--- src/rtl/cc_pos_downcounter.sv ---
// ---------------------------------------------------------------------------
// cc_pos_downcounter
//   Loadable down-counter with a start/abort FSM. A preset is loaded on an
//   accepted start, counted down to zero on tick pulses while running, and
//   completion is flagged by a one-cycle done pulse. With auto-reload enabled
//   the stored preset is reloaded after DONE so the counter runs periodically.
//
// Ports
//   CC_posDOWNCOUNTER_CLOCK_50      in   system clock, rising edge
//   CC_posDOWNCOUNTER_RESET_InLow   in   asynchronous reset, active-low
//   CC_posDOWNCOUNTER_start_In      in   load preset and begin counting
//   CC_posDOWNCOUNTER_abort_In      in   stop, clear count, return to IDLE
//   CC_posDOWNCOUNTER_tick_In       in   count-enable pulse (used only in RUN)
//   CC_posDOWNCOUNTER_data_InBUS    in   preset value, sampled on accepted start
//   CC_posDOWNCOUNTER_data_OutBUS   out  current count (registered)
//   CC_posDOWNCOUNTER_T0_OutLow     out  0 when count==0, else 1 (registered)
//   CC_posDOWNCOUNTER_busy_Out      out  1 while in RUN
//   CC_posDOWNCOUNTER_done_OutPulse out  1 for the single cycle spent in DONE
// ---------------------------------------------------------------------------
module cc_pos_downcounter #(
  parameter int posDOWNCOUNTER_DATAWIDTH  = 3,
  parameter bit posDOWNCOUNTER_AUTORELOAD = 1'b0
) (
  input  logic                                CC_posDOWNCOUNTER_CLOCK_50,
  input  logic                                CC_posDOWNCOUNTER_RESET_InLow,
  input  logic                                CC_posDOWNCOUNTER_start_In,
  input  logic                                CC_posDOWNCOUNTER_abort_In,
  input  logic                                CC_posDOWNCOUNTER_tick_In,
  input  logic [posDOWNCOUNTER_DATAWIDTH-1:0] CC_posDOWNCOUNTER_data_InBUS,
  output logic [posDOWNCOUNTER_DATAWIDTH-1:0] CC_posDOWNCOUNTER_data_OutBUS,
  output logic                                CC_posDOWNCOUNTER_T0_OutLow,
  output logic                                CC_posDOWNCOUNTER_busy_Out,
  output logic                                CC_posDOWNCOUNTER_done_OutPulse
);

  localparam int W = posDOWNCOUNTER_DATAWIDTH;
  localparam logic [W-1:0] oneVal  = W'(1);
  localparam logic [W-1:0] zeroVal = '0;

  typedef enum logic [1:0] {
    stIdle = 2'd0,
    stRun  = 2'd1,
    stDone = 2'd2
  } stateT;

  stateT          stateReg, stateNext;
  logic [W-1:0]   countReg, countNext;
  logic [W-1:0]   shadowReg, shadowNext;
  logic           t0Reg;

  // State, count, shadow preset and zero flag share one register stage so the
  // zero flag always matches the count visible in the same cycle.
  always_ff @(posedge CC_posDOWNCOUNTER_CLOCK_50 or negedge CC_posDOWNCOUNTER_RESET_InLow) begin
    if (!CC_posDOWNCOUNTER_RESET_InLow) begin
      stateReg  <= stIdle;
      countReg  <= zeroVal;
      shadowReg <= zeroVal;
      t0Reg     <= 1'b0;
    end else begin
      stateReg  <= stateNext;
      countReg  <= countNext;
      shadowReg <= shadowNext;
      t0Reg     <= (countNext != zeroVal);
    end
  end

  always_comb begin
    stateNext  = stateReg;
    countNext  = countReg;
    shadowNext = shadowReg;

    unique case (stateReg)
      stIdle: begin
        // tick is ignored here, so a tick coincident with start is discarded
        if (CC_posDOWNCOUNTER_abort_In) begin
          stateNext = stIdle;
          countNext = zeroVal;
        end else if (CC_posDOWNCOUNTER_start_In) begin
          countNext  = CC_posDOWNCOUNTER_data_InBUS;
          shadowNext = CC_posDOWNCOUNTER_data_InBUS;
          stateNext  = (CC_posDOWNCOUNTER_data_InBUS != zeroVal) ? stRun : stDone;
        end
      end

      stRun: begin
        // start is deliberately not checked: a running count is never restarted
        if (CC_posDOWNCOUNTER_abort_In) begin
          stateNext = stIdle;
          countNext = zeroVal;
        end else if (CC_posDOWNCOUNTER_tick_In) begin
          if (countReg > oneVal) begin
            countNext = countReg - oneVal;
          end else begin
            // last step: reaching zero and entering DONE happen on the same edge
            countNext = zeroVal;
            stateNext = stDone;
          end
        end
      end

      stDone: begin
        if (CC_posDOWNCOUNTER_abort_In) begin
          stateNext = stIdle;
          countNext = zeroVal;
        end else if (CC_posDOWNCOUNTER_start_In) begin
          countNext  = CC_posDOWNCOUNTER_data_InBUS;
          shadowNext = CC_posDOWNCOUNTER_data_InBUS;
          stateNext  = (CC_posDOWNCOUNTER_data_InBUS != zeroVal) ? stRun : stDone;
        end else if (posDOWNCOUNTER_AUTORELOAD && (shadowReg != zeroVal)) begin
          countNext = shadowReg;
          stateNext = stRun;
        end else begin
          stateNext = stIdle;
          countNext = zeroVal;
        end
      end

      default: begin
        stateNext = stIdle;
        countNext = zeroVal;
      end
    endcase
  end

  assign CC_posDOWNCOUNTER_data_OutBUS   = countReg;
  assign CC_posDOWNCOUNTER_T0_OutLow     = t0Reg;
  assign CC_posDOWNCOUNTER_busy_Out      = (stateReg == stRun);
  assign CC_posDOWNCOUNTER_done_OutPulse = (stateReg == stDone);

endmodule
--- config.mk ---
export PLATFORM = sky130hd
export DESIGN_NAME = cc_pos_downcounter
export DESIGN_NICKNAME = d
export VERILOG_FILES = /design/src/rtl/cc_pos_downcounter.sv
export SDC_FILE = /design/constraint.sdc
export NUM_CORES = 1
export LEC_CHECK = 0
export CAP_MARGIN = 20
export CORE_AREA = 2 2 39 41
export DETAILED_ROUTE_END_ITERATION = 8
export DIE_AREA = 0 0 41 43
export HOLD_SLACK_MARGIN = 0.05
export PLACE_DENSITY = 0.52
export SYNTH_ARGS = -nofsm -noshare
export SYNTH_HDL_FRONTEND = slang
export SYNTH_SLANG_ARGS = --single-unit
--- constraint.sdc ---
create_clock -name CC_posDOWNCOUNTER_CLOCK_50 -period 3.8 [get_ports CC_posDOWNCOUNTER_CLOCK_50]
set_clock_uncertainty 0.15 [all_clocks]
set_input_delay 0.38 -clock CC_posDOWNCOUNTER_CLOCK_50 [delete_from_list [all_inputs] [get_ports CC_posDOWNCOUNTER_CLOCK_50]]
set_output_delay 0.38 -clock CC_posDOWNCOUNTER_CLOCK_50 [all_outputs]
set_load 0.01 [all_outputs]
==> flow_metrics.env <==
export IMPL_clk_transition_reported_paths_ns=0.04
export IMPL_timing_fmax_mhz=512
export IMPL_drv_slew=0
export IMPL_part_of_the_power_in_registers_pct=41.3
export IMPL_drcViolationCount=0
export IMPL_floorplan_rows=14
export IMPL_antenna_found_initial=0
export IMPL_route_final_wire_length_um=814
export IMPL_met3WireLength_um=46
export IMPL_critPathCaptureType="output port"
export IMPL_initial_util_pct=27.3
export IMPL_switching_share_pct=26.9
export IMPL_routed_wire_length_per_instance_um=11.5
export IMPL_final_hold_worst_slack_ns=0.223
export IMPL_post_drt_via_cell_ratio=4.79
export IMPL_cts_sinks=6
export IMPL_cellPowerDensity_nw_per_um2=341
export IMPL_worst_slew_pin_slew_ns=0.317
export IMPL_cp_max_fo=4
export IMPL_crit_arrival_ns=1.42
export IMPL_number_of_failing_setup_endpoints_in_the_final_timing_report=0
export IMPL_wl_met2_um=396
export IMPL_synth_top_cells_by_count="6 x dfrtp_1, 4 x nand3_1, 3 x inv_1, 3 x nor2b_1"
export IMPL_final_net_count=67
export IMPL_postSynthRegisterBits=6
export IMPL_grt_pass1_vias=337
export IMPL_combinationalPowerShare_pct=29.4
export IMPL_design_power_total_w=0.000188
export IMPL_ys_top_cells_by_area="dfrtp_1 40%, ha_1 6.6%, nand3_1 5.3%, nor2b_1 5.0%, a221oi_2 4.0%"
export IMPL_layout_area_seq_um2=150
export IMPL_internal_power_w=0.000137
export IMPL_synth_top_flop_cell="dfrtp_1"
export IMPL_root_buffer="clkbuf_4"
export IMPL_clock_tree_from_tritoncts="done"
export IMPL_final_period_utilization_pct=51.4
export IMPL_floorplan_die_area_um2=1760
export IMPL_timing_setup_tns_ns=0
export IMPL_core_area_um2=1380
export IMPL_buffers_inverters_on_critical_path=1
export IMPL_power_static_leakage_nw=0.223
export IMPL_dp_slack_ns=1.77
export IMPL_worstSkewPairLatency_ns=0.23
export IMPL_timing_slew_headroom_pct=78.8
export IMPL_power_switching_w=0.0000505
export IMPL_synth_largest_area_cell="dfrtp_1"
export IMPL_ant_nets=0
export IMPL_number_of_fillers_in_the_final_layout=144
export IMPL_setup_repair_after_global_routing_missed_its_margin="no"
export IMPL_synth_area_um2=378
export IMPL_cts_repair_resize_count=0
export IMPL_grt_pass1_wl_mm=1.37
export IMPL_multiInputGateArea_um2=216
export IMPL_area_delta_synth_final_pct=45.7
export IMPL_synth_edf_count=0
export IMPL_crit_family="buffers and inverters"
export IMPL_maxUsedRoutingLayer="met3"
export IMPL_min_delay_path_class="input port to async pin"
export IMPL_io_pin_count=14
export IMPL_drtIter0Drc=9
export IMPL_yosys_warnings=0
export IMPL_post_synth_cell_area_avg_um2=9.69
export IMPL_globalRoute_totalOverflow=0
export IMPL_status="completed"
export IMPL_p_clk_share_pct=29.3
export IMPL_timing_worst_setup_path_type="flop to output port"
export IMPL_cell_with_the_most_instances_after_synthesis="dfrtp_1"
export IMPL_max_cap_violations=0
export IMPL_worst_setup_path_start_kind="flop"
export IMPL_netlist_cell_type_count=23
export IMPL_cts_hold_fix_buffers=0
export IMPL_seq_area_frac_synth_pct=39.7
export IMPL_synthCells=39
export IMPL_syn_num_nets=49
export IMPL_numCtsBuffers=3
export IMPL_post_route_cells_drive_above_1_share_pct=10.9
export IMPL_synth_top_area_share_pct=39.7
export IMPL_max_vdd_ir_drop_uv=171
export IMPL_dieWidth_um=41
export IMPL_globalplace_congestion=0.764
export IMPL_ys_async_sr_fraction_pct=100
export IMPL_floorplan_die_height_um=43
export IMPL_h_tree_levels=1
export IMPL_wl_met1_um=371
export IMPL_cp_slowest_stage_delay_ns=0.55
export IMPL_detailroute_via_count=340
export IMPL_finalHoldViolations=0
export IMPL_crit_slowest_cell="clkdlybuf4s50_1"
export IMPL_cts_setup_buffers=0
export IMPL_final_period_minus_worst_setup_slack_ns=1.95
export IMPL_cp_cell_sequence="and2b_1, clkdlybuf4s50_1"
export IMPL_critical_path_required_ns=3.27
export IMPL_insertedDiodeCount=0
export IMPL_layout_core_utilization_pct=39.8
export IMPL_worst_r2r_setup_slack_ns=1.91
export IMPL_io_buffers=13
export IMPL_track_usage_pct=11.4
export IMPL_drt_pre_antenna_iters=4
export IMPL_grt_start_max_net_pins=8
export IMPL_clock_tree_buffer_depth=2
export IMPL_timing_final_ws_setup_ns=1.85
[kinds of logic after synthesis]
| group | count (synthesis) | synth area share, % |
|---|---|---|
| adder cells (fa/ha/maj) | 2 | 6.62 |
| buffers and inverters | 3 | 2.98 |
| AO/OA/AOI/OAI | 11 | 25.2 |
| AND/OR/NAND/NOR | 17 | 25.5 |
| flip-flops | 6 | 39.7 |
[through the flow]
step,cell area [um^2],instances
2_1_floorplan,378,39
3_3_place_gp,528,68
3_5_place_dp,528,68
4_1_cts,551,71
5_1_grt,551,71
6_report,551,71
[area by class of cell]
cell class | count | share of cell area [%]
Sequential cell | 6 | 27.3
Clock buffer | 3 | 4.09
Inverter | 3 | 2.05
Timing Repair Buffer | 13 | 23.6
Multi-Input combinational cell | 30 | 39.3
Tap cell | 16 | 3.64
[worst reg2reg max path: stages, from the launching register on]
cell,delay (ns)
dfrtp_1,0.43
ha_1,0.21
o21ba_2,0.25
or3b_1,0.37
a221oi_2,0.27
or3_1,0.14
[state kept, by name, summed over array words and instances, names as in the netlist]
name,flops
CC_posDOWNCOUNTER_data_OutBUS,3
stateReg,2
CC_posDOWNCOUNTER_T0_OutLow,1
[layout by cell type, fill, tap and decap left out]
cell	count
o211ai_1	2
nor3_1	1
ha_1	2
nand2_1	1
nand2_2	1
a21bo_1	1
clkdlybuf4s50_1	13
o21ba_2	1
inv_1	3
nor2_1	2
nand2b_1	2
or3_1	1
a221oi_2	1
and2b_1	1
or3b_1	1
clkbuf_4	3
nand3_1	4
a211oi_1	1
a21oi_1	1
a21boi_0	1
o2111ai_1	1
a32oi_1	1
o21bai_1	1
nor2b_1	3
dfrtp_1	6
[path summary, 6_finish.rpt]
kind,startpoint,endpoint,cells past startpoint
min in group CC_posDOWNCOUNTER_CLOCK_50,stateReg[1]$_DFFE_PN0P_,CC_posDOWNCOUNTER_data_OutBUS[2]$_DFF_PN0_,2
worst min-delay path,CC_posDOWNCOUNTER_RESET_InLow,stateReg[0]$_DFFE_PN0P_,1
max in group asynchronous,CC_posDOWNCOUNTER_RESET_InLow,CC_posDOWNCOUNTER_data_OutBUS[0]$_DFF_PN0_,1
worst max-delay path,stateReg[1]$_DFFE_PN0P_,CC_posDOWNCOUNTER_busy_Out,2
worst max register to register,CC_posDOWNCOUNTER_data_OutBUS[0]$_DFF_PN0_,CC_posDOWNCOUNTER_T0_OutLow$_DFF_PN0_,5
worst min register to register,stateReg[1]$_DFFE_PN0P_,CC_posDOWNCOUNTER_data_OutBUS[2]$_DFF_PN0_,2
[power groups by stage]
| stage | sequential [W] | clock [W] | combinational (W) |
|---|---|---|---|
| 2_1_floorplan | 0.0000793 | 0 | 0.0000253 |
| 3_3_place_gp | 0.0000789 | 0 | 0.0000564 |
| 3_5_place_dp | 0.0000786 | 0 | 0.0000553 |
| 4_1_cts | 0.0000778 | 0.0000582 | 0.0000558 |
| 5_1_grt | 0.0000789 | 0.0000622 | 0.0000605 |
| 6_report | 0.0000776 | 0.0000549 | 0.0000552 |
[metal layers]
layer	vias up	track usage, %
met4	0	8.00
li1	175	-
met3	0	0.524
met1	153	16.3
met2	12	15.6
met5	-	0
No activity file was read; power rests on OpenSTA's default activity.
